## config.mk

```make
export PLATFORM = sky130hd
export DESIGN_NAME = xor_mask_pipe_flat
export DESIGN_NICKNAME = d
export VERILOG_FILES = /design/src/rtl/xor_mask_pipe_if.sv /design/src/rtl/xor_mask_pipe.sv /design/src/flat_wrapper.sv
export SDC_FILE = /design/constraint.sdc
export NUM_CORES = 1
export LEC_CHECK = 0
export ABC_AREA = 1
export CAP_MARGIN = 20
export CORE_UTILIZATION = 47
export DETAILED_ROUTE_END_ITERATION = 8
export PLACE_DENSITY = 0.77
export REMOVE_ABC_BUFFERS = 1
export SYNTH_ARGS = -nofsm -noshare
export SYNTH_HDL_FRONTEND = slang
export SYNTH_SLANG_ARGS = --single-unit
```

## constraint.sdc

```tcl
create_clock -name clk -period 1.4 [get_ports clk]
set_input_delay 0.14 -clock clk [delete_from_list [all_inputs] [get_ports clk]]
set_output_delay 0.14 -clock clk [all_outputs]
set_load 0.005 [all_outputs]
```

## src/rtl/xor_mask_pipe_if.sv

```systemverilog
// Stream bundle for xor_mask_pipe: producer-side and consumer-side handshakes plus status.
// out_parity exists only when XOR_PIPE_PARITY_EN is defined.
interface xor_mask_pipe_if #(
  parameter int unsigned WIDTH = 1
);
  logic             in_valid;
  logic             in_ready;
  logic [WIDTH-1:0] in_data;
  logic             out_valid;
  logic             out_ready;
  logic [WIDTH-1:0] out_data;
  logic [15:0]      out_count;
`ifdef XOR_PIPE_PARITY_EN
  logic             out_parity;
`endif

  modport master (
`ifdef XOR_PIPE_PARITY_EN
    input  out_parity,
`endif
    output in_valid, in_data, out_ready,
    input  in_ready, out_valid, out_data, out_count
  );

  modport slave (
`ifdef XOR_PIPE_PARITY_EN
    output out_parity,
`endif
    input  in_valid, in_data, out_ready,
    output in_ready, out_valid, out_data, out_count
  );
endinterface

```

## src/rtl/xor_mask_pipe.sv

```systemverilog
// Elastic DEPTH-stage pipe that XORs each word with MASK truncated to WIDTH bits.
// Optional per-word parity lane enabled by XOR_PIPE_PARITY_EN.
module xor_mask_pipe #(
  parameter int unsigned WIDTH = 1,
  parameter int unsigned DEPTH = 2,
  parameter              MASK  = 1
) (
  input logic              clk,
  input logic              rst_n,
  xor_mask_pipe_if.slave   bus
);

  // Oversized masks are silently truncated to the datapath width.
  localparam logic [WIDTH-1:0] M = WIDTH'(MASK);

  logic [DEPTH-1:0] v_q, v_d;
  logic [DEPTH-1:0] adv;
  logic [WIDTH-1:0] d_q [DEPTH];
  logic [WIDTH-1:0] d_d [DEPTH];
  logic [15:0]      count_q, count_d;
  logic             in_accept;
`ifdef XOR_PIPE_PARITY_EN
  logic [DEPTH-1:0] p_q, p_d;
`endif

  // Advance flags ripple back from the output so a full pipe can accept and emit in one cycle.
  always_comb begin
    adv            = '0;
    adv[DEPTH-1]   = v_q[DEPTH-1] & bus.out_ready;
    for (int unsigned i = 1; i < DEPTH; i++) begin
      adv[DEPTH-1-i] = v_q[DEPTH-1-i] & (~v_q[DEPTH-i] | adv[DEPTH-i]);
    end
  end

  assign bus.in_ready = ~v_q[0] | adv[0];
  assign in_accept    = bus.in_valid & bus.in_ready;

  always_comb begin
    v_d = v_q;
    d_d = d_q;
`ifdef XOR_PIPE_PARITY_EN
    p_d = p_q;
`endif
    if (in_accept) begin
      v_d[0] = 1'b1;
      d_d[0] = bus.in_data ^ M;
`ifdef XOR_PIPE_PARITY_EN
      p_d[0] = ^(bus.in_data ^ M);
`endif
    end else if (adv[0]) begin
      v_d[0] = 1'b0;
    end
    for (int unsigned k = 1; k < DEPTH; k++) begin
      if (adv[k-1]) begin
        v_d[k] = 1'b1;
        d_d[k] = d_q[k-1];
`ifdef XOR_PIPE_PARITY_EN
        p_d[k] = p_q[k-1];
`endif
      end else if (adv[k]) begin
        v_d[k] = 1'b0;
      end
    end
  end

  always_comb begin
    count_d = count_q;
    if (adv[DEPTH-1]) begin
      count_d = count_q + 16'd1;
    end
  end

  always_ff @(posedge clk or negedge rst_n) begin
    if (!rst_n) begin
      v_q     <= '0;
      d_q     <= '{default: '0};
      count_q <= '0;
`ifdef XOR_PIPE_PARITY_EN
      p_q     <= '0;
`endif
    end else begin
      v_q     <= v_d;
      d_q     <= d_d;
      count_q <= count_d;
`ifdef XOR_PIPE_PARITY_EN
      p_q     <= p_d;
`endif
    end
  end

  assign bus.out_valid = v_q[DEPTH-1];
  assign bus.out_data  = d_q[DEPTH-1];
  assign bus.out_count = count_q;
`ifdef XOR_PIPE_PARITY_EN
  assign bus.out_parity = p_q[DEPTH-1];
`endif

endmodule

```

## src/flat_wrapper.sv

```systemverilog
// flat-port wrapper written by rule: the top's interface ports become plain ports
module xor_mask_pipe_flat 
#(
  parameter int unsigned WIDTH = 1,
  parameter int unsigned DEPTH = 2,
  parameter              MASK  = 1
)
  (clk, rst_n, bus_in_valid, bus_in_data, bus_out_ready, bus_in_ready, bus_out_valid, bus_out_data, bus_out_count);
  xor_mask_pipe_if #(.WIDTH(WIDTH)) bus_i ();
  input logic clk;
  input logic rst_n;
  input wire logic [$bits(bus_i.in_valid)-1:0] bus_in_valid;
  input wire logic [$bits(bus_i.in_data)-1:0] bus_in_data;
  input wire logic [$bits(bus_i.out_ready)-1:0] bus_out_ready;
  output wire logic [$bits(bus_i.in_ready)-1:0] bus_in_ready;
  output wire logic [$bits(bus_i.out_valid)-1:0] bus_out_valid;
  output wire logic [$bits(bus_i.out_data)-1:0] bus_out_data;
  output wire logic [$bits(bus_i.out_count)-1:0] bus_out_count;
  assign bus_i.in_valid = bus_in_valid;
  assign bus_i.in_data = bus_in_data;
  assign bus_i.out_ready = bus_out_ready;
  assign bus_in_ready = bus_i.in_ready;
  assign bus_out_valid = bus_i.out_valid;
  assign bus_out_data = bus_i.out_data;
  assign bus_out_count = bus_i.out_count;
  xor_mask_pipe #(.WIDTH(WIDTH), .DEPTH(DEPTH), .MASK(MASK)) u_core (.clk(clk), .rst_n(rst_n), .bus(bus_i));
endmodule
```

# Word level (Yosys, flattened, before mapping)
# Cells that the tools add are included.
[word_totals]
ff_bits = 20
output_inout_bits = 19
[classes]
addsub = 1
mux = 4
n_bitwise = 8
n_reduce_logical = 2
[op_table]
columns = ["op", "count"]
rows = [
  ["$add 16x1->16 const B", 1],
  ["$mux 1", 4],
  ["$reduce_bool 2->1", 2],
  ["$and 1x1->1", 3],
  ["$not 1->1", 3],
  ["$or 1x1->1", 2],
]

# Depth between registers and ports, before layout
[depth]
word_depth = 6
mapped_depth = 7

# Worst setup path before layout
# Ideal clock, no wire load.
[synth_timing]
kind = "reg2reg"
start = "reg u_core.count_q[0] (netlist: u_core.bus.out_count[0])"
end = "reg u_core.count_q[10] (netlist: u_core.bus.out_count[10])"
t_arrival_ps = 1116
required_time_ps = 1276
slack_ps = 159
stages_incl_launch_ff = 6
n_path_buf = 0
synth_period_minus_slack_ps = 1241
cell_sequence = "dfrtp_1 > ha_1 > nand3_1 > nor3_4 > nand2_1 > xnor2_1"
[synth_via]
elab_chain_cells = 1
[synth_rtl]
columns = ["item", "line", "text"]
rows = [
  ["start, declared", "xor_mask_pipe.sv:20", "logic [15:0] count_q, count_d;"],
  ["start signal, assigned", "xor_mask_pipe.sv:84", "count_q <= count_d;"],
  ["$add 16x1->16", "xor_mask_pipe.sv:69", "count_d = count_q + 16'd1;"],
]
# Every way passes these cells.
# A chain may end at the register's enable or synchronous reset.

# Worst setup path in the final report
[layout_timing]
start = "reg u_core.count_q[0] (netlist: u_core.bus.out_count[0])"
end = "reg u_core.count_q[5] (netlist: u_core.bus.out_count[5])"
# The elaborated chain is that of the path after synthesis.

==> run metrics <==
Slew Limit Fails=0; Final Skew=around 0.0088 ns; Clock Pin Slew Worst Setup and Hold Paths=0.12 ns; post-synthesis register bit count=20; Worst R2R Start=u_core.bus.out_count[0]; Routed WL=2.55 mm; antenna violations before repair=0; CP startpoint=u_core.bus.out_count[0]; post-synth top area share=0.530; TritonCTS buffer count=3; Post-synth top cells=nand2_1, dfrtp_1, inv_1, nand4_1, nor2_1; vias in the first global route=about 800; drc violations=0; largest net degree at the start of global routing=21; Clock H-tree levels=1; Final Hold Vio Count=0; most frequent cell after synthesis=nand2_1; Antenna Nets Post-Route=0; area after detailed placement=about 1300 sq um; Rows=15; Yosys Warn Count=0; Async S/R FF share, synth=1.00; Die H=between 40 and 50 um; Nets=roughly 160; DR vias=slightly above 900; Mapped Avg Cell Area=between 9 and 10 sq um; Static Leak=around 0.83 nW; Startpoint Class=flip-flop; total congestion overflow=0; unrepaired setup endpoints after global routing=yes; critical path type=reg2reg; CTS root buffer=clkbuf_4; Port Buffers=23; Hold Path Class=in2async; worst-path fanout max=5; CTS Hold Bufs=0; Worst slew margin=0.784; FF+latch area=~500 sq um; GRT Total Usage=0.246; CP endpoint kind=flip-flop; endpoints failing setup=1; first-pass GRT wire length=roughly 3.6 mm; core area=1800 sq um; Pre-antenna DRT Iters=4; DIE WIDTH=about 47 um; post-layout min period=~1.4 ns; worst-margin pin slew=around 0.32 ns; Worst IR Drop VDD=~0.94 mV; Yosys top cell by area=dfrtp_1; Initial Utilization=0.524; Pwr Density=about 1200 nW/um^2; Clk Latency, worst-skew pair=0.31 ns; CTS Buffer Depth=2; Max Cap Viol=0; arrival time at the worst endpoint=between 1.5 and 2 ns; post-detail-place hpwl=roughly 1.5 mm; most common flop cell mapped by yosys=dfrtp_1; FF-to-FF setup slack=-0.02 ns; final period utilization=1.01; share of layout cells above drive strength 1=0.269; Distinct cells, synth=14; number of synthesized flops with an enable pin=0; number of top-level pins=24; Cell Area, Synth=roughly 940 sq um; cell count after synthesis=approximately 100; full die area=2190 sq um; post-route worst setup slack=-0.0170 ns; ranking of synthesized cells by area=dfrtp_1, nand2_1, xnor2_1, inv_1, nand4_1; area of the multi-input gates=roughly 430 sq um; reg2reg end=u_core.bus.out_count[5]; Vias/cell=5.12; violated checks=setup timing; Final Cell Area=about 1500 sq um; CTS sink cnt=20; Area growth syn-to-layout=58.7%; WL per Instance=14.1 um; Final Wtd Congestion=around 0.78; outcome=complete, but fails checks; fmax=between 0.7 and 0.8 GHz; setup TNS=-0.0170 ns; end point of the critical path=u_core.bus.out_count[5]; n_diodes=0; Required @ worst endpoint=between 1.5 and 2 ns; fillcell total=107; sequential fraction of the synthesis area=0.530; CTS tree=built; Initial DRC Count=31; r2r worst-path depth=6
[registers in the layout, summed over array words and instances (netlist names)]
name                  flops
u_core.bus.out_count     16
u_core.v_q                2
u_core.bus.out_data       1
u_core.d_q                1
[placed cells by master (no fill, tap or decap)]
master and instances:
nor2_2 1, xor2_1 3, clkbuf_4 3, clkdlybuf4s15_1 2, ha_2 1, nand3_1 4, xnor2_1 6, buf_4 27
nand2_1 30, xor2_2 1, clkbuf_8 1, mux2_2 2, nor2_1 7, nand4_1 7, o21ai_0 2, clkdlybuf4s50_1 13
nor3_4 2, nand3_2 1, inv_1 13, nand3_4 1, nand2_8 1, dlymetal6s2s_1 7, dlygate4sd2_1 1, dfrtp_1 19
dfrtp_2 1
[routing by layer]
metal	vias up	wire length (um)	part of all wire	global-route usage
met3	11	131	0.051	0.0462
met4	0	89	0.035	0.137
met1	453	1070	0.42	0.322
li1	434	-	-	-
met5	-	0	0	0
met2	28	1260	0.49	0.383
[cell families after synthesis]
| group | Yosys count | synth area share |
|---|---|---|
| AOI/OAI and AO/OA | 2 | 0.0106 |
| xor gates and xnor gates | 10 | 0.0927 |
| adders and majority gates | 1 | 0.0132 |
| buffers and inverters | 13 | 0.0517 |
| DFF | 20 | 0.530 |
| muxes | 2 | 0.0238 |
| and+or+nand+nor | 54 | 0.278 |
[stage by stage]
stage	util	std cells	power (mW)	hold slack [ns]	setup WS (ns)
floorplan	-	102	0.982	-0.156	0.159
finish	0.832	181	1.85	0.152	-0.0170
detailed placement	0.694	156	1.31	0.486	-0.102
CTS	0.755	170	1.71	0.165	0.00262
global route	0.832	181	1.94	0.164	-0.100
global placement	0.694	156	1.27	0.468	-0.0877
[worst max-delay path, stage by stage (launching register included)]
cell and delay, ns:
dfrtp_1 0.37, buf_4 0.11, buf_4 0.12, nand3_2 0.12, nor3_4 0.30, buf_4 0.16, xor2_1 0.16
[power by group]
part | total (mW) | leakage [nW] | internal [mW] | switching (mW)
clock network | 0.351 | 0.0210 | 0.159 | 0.192
logic | 0.737 | 0.561 | 0.422 | 0.315
registers | 0.764 | 0.250 | 0.685 | 0.0795
total | 1.85 | 0.832 | 1.27 | 0.586
[cell type report]
cell class	instances	share of cell area
Multi-Input combinational cell	69	0.288
Timing Repair Buffer	50	0.300
Sequential cell	20	0.335
Clock buffer	4	0.0242
Inverter	13	0.0326
Tap cell	25	0.0209
[what timing repair did]
action | CTS | global route
resized for setup | 4 | 15
setup buffers | 10 | 11
cloned | 0 | 0
endpoints found under the setup margin | 10 | 17
endpoints found under the hold margin | 0 | 0
pin swaps | 0 | 6
[how the worst min path moves through the flow]
stage                          endpoint  cells after the start
4_1_cts         u_core.bus.out_count[2]                      2
5_1_grt        u_core.bus.out_count[14]                      2
6_report       u_core.bus.out_count[11]                      2
3_5_place_dp              u_core.d_q[1]                      2
3_3_place_gp              u_core.d_q[1]                      2
2_1_floorplan   u_core.bus.out_count[0]                      0
Power figures use the tool's default switching activity.
